--- src/rtl/atomrvcore_fetch_queue.sv ---
// rtl/atomrvcore_fetch_queue.sv - instruction prefetch queue with redirect flush
// Optional event counters enabled by defining ATOM_FQ_STATS_EN.
module atomrvcore_fetch_queue #(
    parameter int DATAWIDTH = 32,
    parameter int DEPTH     = 4
) (
    input  logic                 clk_i,
    input  logic                 PCrst_i,
    input  logic                 redirect_i,
    input  logic [DATAWIDTH-1:0] pc_i,
    output logic                 imem_req_o,
    output logic [DATAWIDTH-1:0] imem_addr_o,
    input  logic                 imem_gnt_i,
    input  logic                 imem_rvalid_i,
    input  logic [DATAWIDTH-1:0] imem_rdata_i,
    output logic                 instr_valid_o,
    output logic [DATAWIDTH-1:0] instr_o,
    output logic [DATAWIDTH-1:0] instr_pc_o,
    input  logic                 instr_ready_i
`ifdef ATOM_FQ_STATS_EN
    ,
    output logic [31:0]          flush_cnt_o,
    output logic [31:0]          stall_cnt_o
`endif
);

    localparam int AW = $clog2(DEPTH);

    typedef enum logic [1:0] {
        S_IDLE,
        S_REQ,
        S_WAIT,
        S_FLUSH
    } state_t;

    state_t               r_state;
    logic [DATAWIDTH-1:0] r_fetch_pc;
    logic [DATAWIDTH-1:0] r_req_pc;
    logic [DATAWIDTH-1:0] r_instr_mem [DEPTH];
    logic [DATAWIDTH-1:0] r_pc_mem    [DEPTH];
    logic [AW-1:0]        r_wr_ptr;
    logic [AW-1:0]        r_rd_ptr;
    logic [AW:0]          r_count;

    logic                 w_in_wait;
    logic [AW+1:0]        w_used;
    logic                 w_credit_ok;
    logic                 w_valid;
    logic                 w_push;
    logic                 w_pop;
    logic [DATAWIDTH-1:0] w_target;

    // The in-flight request reserves a slot so a response can never overflow the FIFO.
    assign w_in_wait   = (r_state == S_WAIT);
    assign w_used      = {1'b0, r_count} + (AW+2)'(w_in_wait);
    assign w_credit_ok = (w_used < (AW+2)'(DEPTH));
    assign w_valid     = (r_count != '0);
    assign w_push      = w_in_wait && imem_rvalid_i && !redirect_i;
    assign w_pop       = w_valid && instr_ready_i && !redirect_i;
    assign w_target    = pc_i & ~DATAWIDTH'(3);

    assign imem_req_o    = (r_state == S_REQ);
    assign imem_addr_o   = r_fetch_pc;
    assign instr_valid_o = w_valid;
    assign instr_o       = r_instr_mem[r_rd_ptr];
    assign instr_pc_o    = r_pc_mem[r_rd_ptr];

    always_ff @(posedge clk_i or negedge PCrst_i) begin
        if (!PCrst_i) begin
            r_state    <= S_IDLE;
            r_fetch_pc <= '0;
            r_req_pc   <= '0;
            r_wr_ptr   <= '0;
            r_rd_ptr   <= '0;
            r_count    <= '0;
            for (int i = 0; i < DEPTH; i++) begin
                r_instr_mem[i] <= '0;
                r_pc_mem[i]    <= '0;
            end
        end else if (redirect_i) begin
            r_fetch_pc <= w_target;
            r_wr_ptr   <= '0;
            r_rd_ptr   <= '0;
            r_count    <= '0;
            // A granted-but-unanswered request must have its response swallowed in FLUSH.
            case (r_state)
                S_REQ:           r_state <= imem_gnt_i ? S_FLUSH : S_REQ;
                S_WAIT, S_FLUSH: r_state <= imem_rvalid_i ? S_REQ : S_FLUSH;
                default:         r_state <= S_REQ;
            endcase
        end else begin
            case (r_state)
                S_IDLE: begin
                    if (w_credit_ok) r_state <= S_REQ;
                end
                S_REQ: begin
                    if (imem_gnt_i) begin
                        r_state    <= S_WAIT;
                        r_req_pc   <= r_fetch_pc;
                        r_fetch_pc <= r_fetch_pc + DATAWIDTH'(4);
                    end
                end
                S_WAIT: begin
                    if (imem_rvalid_i) r_state <= w_credit_ok ? S_REQ : S_IDLE;
                end
                default: begin
                    if (imem_rvalid_i) r_state <= S_REQ;
                end
            endcase

            if (w_push) begin
                r_instr_mem[r_wr_ptr] <= imem_rdata_i;
                r_pc_mem[r_wr_ptr]    <= r_req_pc;
                r_wr_ptr              <= r_wr_ptr + 1'b1;
            end
            if (w_pop) r_rd_ptr <= r_rd_ptr + 1'b1;

            case ({w_push, w_pop})
                2'b10:   r_count <= r_count + 1'b1;
                2'b01:   r_count <= r_count - 1'b1;
                default: r_count <= r_count;
            endcase
        end
    end

`ifdef ATOM_FQ_STATS_EN
    logic [31:0] r_flush_cnt;
    logic [31:0] r_stall_cnt;

    always_ff @(posedge clk_i or negedge PCrst_i) begin
        if (!PCrst_i) begin
            r_flush_cnt <= '0;
            r_stall_cnt <= '0;
        end else begin
            if (redirect_i && (r_flush_cnt != 32'hFFFF_FFFF))
                r_flush_cnt <= r_flush_cnt + 32'd1;
            if (!w_valid && instr_ready_i && (r_stall_cnt != 32'hFFFF_FFFF))
                r_stall_cnt <= r_stall_cnt + 32'd1;
        end
    end

    assign flush_cnt_o = r_flush_cnt;
    assign stall_cnt_o = r_stall_cnt;
`endif

endmodule

--- config.mk ---
export PLATFORM = sky130hd
export DESIGN_NAME = atomrvcore_fetch_queue
export DESIGN_NICKNAME = d
export VERILOG_FILES = /design/src/rtl/atomrvcore_fetch_queue.sv
export SDC_FILE = /design/constraint.sdc
export NUM_CORES = 1
export LEC_CHECK = 0
export CORE_UTILIZATION = 39
export CTS_CLUSTER_DIAMETER = 120
export DETAILED_ROUTE_END_ITERATION = 6
export PLACE_DENSITY = 0.57
export SETUP_SLACK_MARGIN = 0.2
export SYNTH_ARGS = -nofsm -noshare
export SYNTH_HDL_FRONTEND = slang
export SYNTH_SLANG_ARGS = --single-unit
--- constraint.sdc ---
create_clock -name clk_i -period 2.2 [get_ports clk_i]
set_clock_uncertainty 0.05 [all_clocks]
set_input_delay 0.22 -clock clk_i [delete_from_list [all_inputs] [get_ports clk_i]]
set_output_delay 0.22 -clock clk_i [all_outputs]
set_load 0.05 [all_outputs]
==> results of run 1 <==
-- cells by family (layout without fill, tap and decap cells) --
family | after synthesis | in the layout
other | 1 | 4
flip-flops | 317 | 317
AO/OA/AOI/OAI | 54 | 54
multiplexers | 346 | 346
buffers and inverters | 68 | 310
XOR/XNOR | 15 | 15
AND/OR/NAND/NOR | 128 | 128
adder cells (fa/ha/maj) | 6 | 6
-- cell usage after synthesis (all sizes together), types with 3 or more instances --
cell type,instances
a21oi,5
a31oi,9
and2,3
and3,4
and4,5
buf,16
clkbuf,42
dfrtp,317
ha,5
inv,10
mux2,279
mux2i,5
mux4,62
nand2,30
nand2b,3
nand3,11
nand3b,4
nand4,8
nor2,22
nor3,11
nor4,8
o21ai,20
o31ai,3
or3,4
or4,6
xnor2,12
xor2,3
-- registers in the layout (all words and copies together), names as in the netlist --
name / cells
r_wr_ptr: 2
imem_addr_o: 30
r_rd_ptr: 2
r_count: 3
r_pc_mem: 120
r_req_pc: 30
r_state: 2
r_instr_mem: 128
-- layer usage --
metal,routed length (µm),track usage,part of all wire,up-vias
li1,-,-,-,3924
met1,15310,0.2528,0.47,4469
met2,15030,0.2819,0.46,187
met3,1586,0.03618,0.049,42
met4,546,0.04365,0.017,0
met5,0,0,0,-
-- through the flow --
stage | TNS (ns) | std cells
after floorplan | 0 | 938
after global placement | -0.2993 | 1561
after detailed placement | -0.3674 | 1561
after CTS | -5.381 | 1628
after global routing | -6.866 | 1641
final | -3.292 | 1641
-- power by group --
part	switching [mW]	internal, mW	total, mW
Combinational	3.78	3.34	7.12
Sequential	0.674	6.64	7.32
Clock	2.39	3.87	6.26
-- final timing paths --
kind                              endpoint  slack, ns  depth (start not counted)
min in group asynchronous     r_req_pc[25]       0.15                          2
min reg2reg                r_instr_mem[51]       0.45                          1
max reg2reg                imem_addr_o[23]       0.25                          4
max                         instr_pc_o[22]      -0.11                          4
min                             r_count[1]       0.04                          2
max in group asynchronous   imem_addr_o[8]       1.23                          3
-- final cells by class --
cell class                      count  area [µm²]
Sequential cell                   317        7968
Fill cell                        3020       16970
Clock inverter                     12       148.9
Timing Repair Buffer              234        2811
Tap cell                          461       576.8
Inverter                           10       37.54
Multi-Input combinational cell    553        5946
Clock buffer                       54        1112
-- worst register-to-register path: stages (launching register included) --
cell and delay, ns:
dfrtp_1 0.40, nand4b_4 0.17, or4_4 0.54, or4_1 0.52, a31oi_1 0.18
-- what timing repair did --
item,CTS,global route
gates cloned,0,6
hold endpoints to repair,184,0
setup buffers,0,7
pin swaps,0,5
gates resized for setup,74,13
hold buffers,1,0
setup endpoints to repair,97,88
==> reports/results.ini, run 1 <==
[logic_synthesis]
synthMuxAreaShare=0.3262
synthXorXnorAreaFrac=0.009341
yosys.area.top_type=dfrtp_1
ys_async_sr_fraction=1.000
yosysTopAreaCellShare=0.5640
netlist-cell-type-count=53
yosys.area_share.simple=0.04964
synth_ff_type=dfrtp_1
yosysWarnings=0
synth.area.top_cells=dfrtp_1 56%, mux2_2 22%, mux4_2 9.9%
synthCells=935
synth_edf_count=0
seq_area_frac_synth=0.5640
synth-seq-cells=317
syn_area_um2=14060
syn_avg_cell_area_um2=15.04
synth_compound_area_frac=0.02491
synth_top_family_by_area=multiplexers
synth_adder_area_share=0.005871

[worst_setup_path]
cp.arrival_ns=2.04
cp_top_family=multiplexers
end_kind=primary output
critPathLaunch=r_rd_ptr[0]
slowest_delay_ns=0.55
slowest_stage=mux4_2
path_cells=buf_12 > clkbuf_16 > mux4_2 > buf_12
r2r-start=r_state[1]
criticalPathCategory=flop to primary output
cp_common_cell=buf_12
startpoint_type=flop
cp_max_fo=6
critPathBufInv=3
required_ns=1.93

[final_layout]
syn_to_final_growth_pct=32.25
drive_above_1_share=0.4924
post-route-util=0.5229
num_antenna_cells=0
layout_commonest_cell=dfrtp_1
finalNetCount=1229
fin_area_um2=18600
final_cell_mix=293 x dfrtp_1, 279 x mux2_2, 65 x clkdlybuf4s50_1, 62 x mux4_2, 44 x buf_12

[global_routing]
grtUsageTotal=0.1790
grt_pass1_wl_mm=50.95
grt_pass1_vias=8997
antenna_found_initial=0
grt_max_degree=66
gr-total-overflow=0

[sta]
finalHoldViolations=0
period_minus_slack_ns=2.314
fin_crit_sh=1.052
rsz0062_at_grt=yes
setup_viol=52
fmax_mhz=432.2
holdWs_ns=0.04036
worst_slack_ns=-0.1136
finalMaxSlewViolations=0

[power]
peakVddDrop_mv=0.8598
leakage_nw=8.628
powerDensity_nw_per_um2=1112
power_mw=20.69

[floorplan]
die_w_um=191.9
rows=69
io_pins=168
dieArea_um2=36830
initial_core_util=0.3954
die_h_um=191.9
core_area_um2=35570

[clock_tree]
cts_tree=yes
clk_latency_ns=0.53
clk_pin_slew_ns=0.06
htreeDepth=2
clock_sinks=317
cts_buffers=37
clockBufferDepth=3
root_buffer=clkbuf_16

[run_status]
status=finished with violations
failed_checks=negative setup slack

[placed_design]
dp_hpwl_mm=21.15
finalWeightedCongestion=0.8354
postPlaceCellArea_um2=16980
io_buffer_count=161
post-place-ws_ns=-0.1045

[routing]
drt_iter0_drc=284
firstDrtPassIters=4
post_drt_wl_per_cell_um=19.79
wirelength_mm=32.47
ant_nets=0
vias=8622
post-route-drc-count=0
viasPerCell=5.254

[hold_path]
min_from=redirect_i
hp-class=input pin to flop

[job]
maxCapViolCount=0

Note: power is estimated with default switching activity, not from simulation.
==> run 2: changes to the inputs <==
--- a/config.mk
+++ b/config.mk
@@ -8,7 +8,7 @@
 export CORE_UTILIZATION = 39
 export CTS_CLUSTER_DIAMETER = 120
 export DETAILED_ROUTE_END_ITERATION = 6
-export PLACE_DENSITY = 0.57
+export PLACE_DENSITY = 0.55
 export SETUP_SLACK_MARGIN = 0.2
 export SYNTH_ARGS = -nofsm -noshare
 export SYNTH_HDL_FRONTEND = slang
==> constraint.sdc (replaced) <==
create_clock -name clk_i -period 2.7 [get_ports clk_i]
set_clock_uncertainty 0.05 [all_clocks]
set_input_delay 0.27 -clock clk_i [delete_from_list [all_inputs] [get_ports clk_i]]
set_output_delay 0.27 -clock clk_i [all_outputs]
set_load 0.05 [all_outputs]
==> reports/results.ini, run 2 (synthesized netlist as in run 1, its figures left out) <==
[run_status]
status=complete, no violations  ; was finished with violations

[final_layout]
largest_register_ffs=128  ; unchanged
layout_commonest_cell=dfrtp_1  ; unchanged
finalNetCount=1202  ; was 1229
final_cell_mix=315 x dfrtp_1, 279 x mux2_2, 96 x clkdlybuf4s50_1, 87 x buf_4, 62 x mux4_2  ; was 293 x dfrtp_1, 279 x mux2_2, 65 x clkdlybuf4s50_1, 62 x mux4_2, 44 x buf_12
num_antenna_cells=0  ; unchanged
top_regs=r_instr_mem: 128 flops, r_pc_mem: 120 flops  ; unchanged
final_cells=1613  ; was 1641
fillers=3135  ; was 3020
drive_above_1_share=0.4488  ; was 0.4924
fin_area_um2=17760  ; was 18600 µm²
top_register=r_instr_mem  ; unchanged
syn_to_final_growth_pct=26.27  ; was 32.25%

[routing]
post_drt_wl_per_cell_um=19.93  ; was 19.79 µm
wl_met3_mm=1.712  ; was 1.586 mm
drt_iter0_drc=342  ; was 284
post-route-drc-count=0  ; unchanged
wirelength_mm=32.15  ; was 32.47 mm
wl_met1_mm=15.03  ; was 15.31 mm
firstDrtPassIters=4  ; unchanged
vias=8528  ; was 8622
highest_layer=met4  ; unchanged
viasPerCell=5.287  ; was 5.254
ant_nets=0  ; unchanged
wl_met2_mm=14.91  ; was 15.03 mm

[floorplan]
io_pins=168  ; unchanged
rows=69  ; unchanged
die_w_um=191.9  ; unchanged
die_h_um=191.9  ; unchanged
dieArea_um2=36830  ; unchanged
core_area_um2=35570  ; unchanged
initial_core_util=0.3954  ; unchanged

[power]
peakVddDrop_mv=0.5147  ; was 0.8598 mV
powerDensity_nw_per_um2=896.1  ; was 1112 nW/µm²
leakage_nw=8.306  ; was 8.628 nW

[sta]
fin_crit_sh=0.8998
holdWs_ns=0.1793  ; was 0.04036 ns
finalHoldViolations=0  ; unchanged
rsz0062_at_grt=no  ; was yes
period_minus_slack_ns=2.429
setup_viol=0  ; was 52
finalMaxSlewViolations=0  ; unchanged
worst_slack_ns=0.2707  ; was -0.1136 ns
worst_pin_slew_ns=0.5113
fin_setup_tns_ns=0  ; was -3.292 ns
fmax_mhz=411.6
slew_headroom=0.6580

[placed_design]
postPlaceCellArea_um2=16450  ; was 16980 µm²
finalWeightedCongestion=0.7942  ; was 0.8354
dp.cells=1543  ; was 1561
post-place-ws_ns=0.3210  ; was -0.1045 ns
io_buffer_count=161  ; unchanged
dp_hpwl_mm=21.02  ; was 21.15 mm

[worst_setup_path]
cp.arrival_ns=2.11  ; was 2.04 ns
cp_max_fo=8  ; was 6
required_ns=2.38  ; was 1.93 ns
startpoint_type=flop  ; unchanged
end_kind=primary output  ; unchanged
criticalPathCategory=flop to primary output  ; unchanged

[clock_tree]
clk_latency_ns=0.51  ; was 0.53 ns
clockBufferDepth=3  ; unchanged
root_buffer=clkbuf_16  ; unchanged
cts_buffers=38  ; was 37
htreeDepth=2  ; unchanged
cts_tree=yes  ; unchanged
clk_pin_slew_ns=0.06  ; about the same
clock_sinks=317  ; unchanged

[global_routing]
grt_pass1_vias=8828  ; was 8997
grt_pass1_wl_mm=51.02  ; was 50.95 mm
antenna_found_initial=0  ; unchanged
gr-total-overflow=0  ; unchanged
grtUsageTotal=0.1799  ; was 0.1790
grt_max_degree=91  ; was 66

[job]
maxCapViolCount=0  ; unchanged

[hold_path]
hp-class=input pin to flop  ; unchanged

[run 2: cell types whose count changed in the layout (fill, tap and decap cells not counted), moves of 26 or more]
cell             previous run  this run
buf_12                     44        18
dlygate4sd2_1              30         0
buf_4                      40        87
buf_6                      42         0
clkdlybuf4s50_1            65        96
[run 2: worst paths after layout]
| path | from | endpoint | slack (ns) | cells past startpoint |
|---|---|---|---|---|
| min | redirect_i | imem_addr_o[29] | 0.18 | 3 |
| max in group asynchronous | PCrst_i | r_pc_mem[2] | 1.50 | 3 |
| max | r_rd_ptr[0] | instr_pc_o[19] | 0.27 | 3 |
| max reg2reg | imem_addr_o[6] | imem_addr_o[23] | 0.54 | 4 |
| min reg2reg | r_pc_mem[40] | r_pc_mem[40] | 0.45 | 1 |
| min in group asynchronous | PCrst_i | r_pc_mem[88] | 0.23 | 2 |
[run 2: worst max-delay path, stage by stage, from the launching register on]
cell	delay, ns
dfrtp_4	0.57
buf_4	0.27
mux4_2	0.53
buf_4	0.21
[run 2: timing repair]
item	CTS	global route
gates resized for setup	0	1
hold buffers	1	0
setup endpoints to repair	47	1
setup buffers	3	0
endpoints found under the hold margin	51	0
[run 2: layout make-up]
class	instances	area, µm²	share of cell area
clock inverters	6	80.08	0.004509
inverters	10	37.54	0.002114
repair buffers	206	2044	0.1151
well taps	461	576.8	0.03248
flip-flops and latches	317	7940	0.4471
clock buffers	60	1177	0.06630
multi-input cells	553	5903	0.3324
[run 2: report_power, final]
group	switching [mW]	internal [mW]	leakage, nW	total [mW]
registers	0.610	5.41	4.22	6.01
logic	2.82	1.99	3.46	4.81
clock network	1.92	3.17	0.620	5.09
[run 2: metal layers]
| layer | up-vias | GRT usage |
|---|---|---|
| li1 | 3873 | - |
| met1 | 4426 | 0.2571 |
| met2 | 187 | 0.2842 |
| met3 | 42 | 0.03417 |
| met4 | 0 | 0.03846 |
| met5 | - | 0 |
[run 2: through the flow]
stage / total power [mW] / util
after floorplan: 9.278 / -
after global placement: 10.88 / 0.4624
after detailed placement: 10.92 / 0.4624
after CTS: 16.15 / 0.4992
after global routing: 16.64 / 0.4993
final: 15.92 / 0.4993
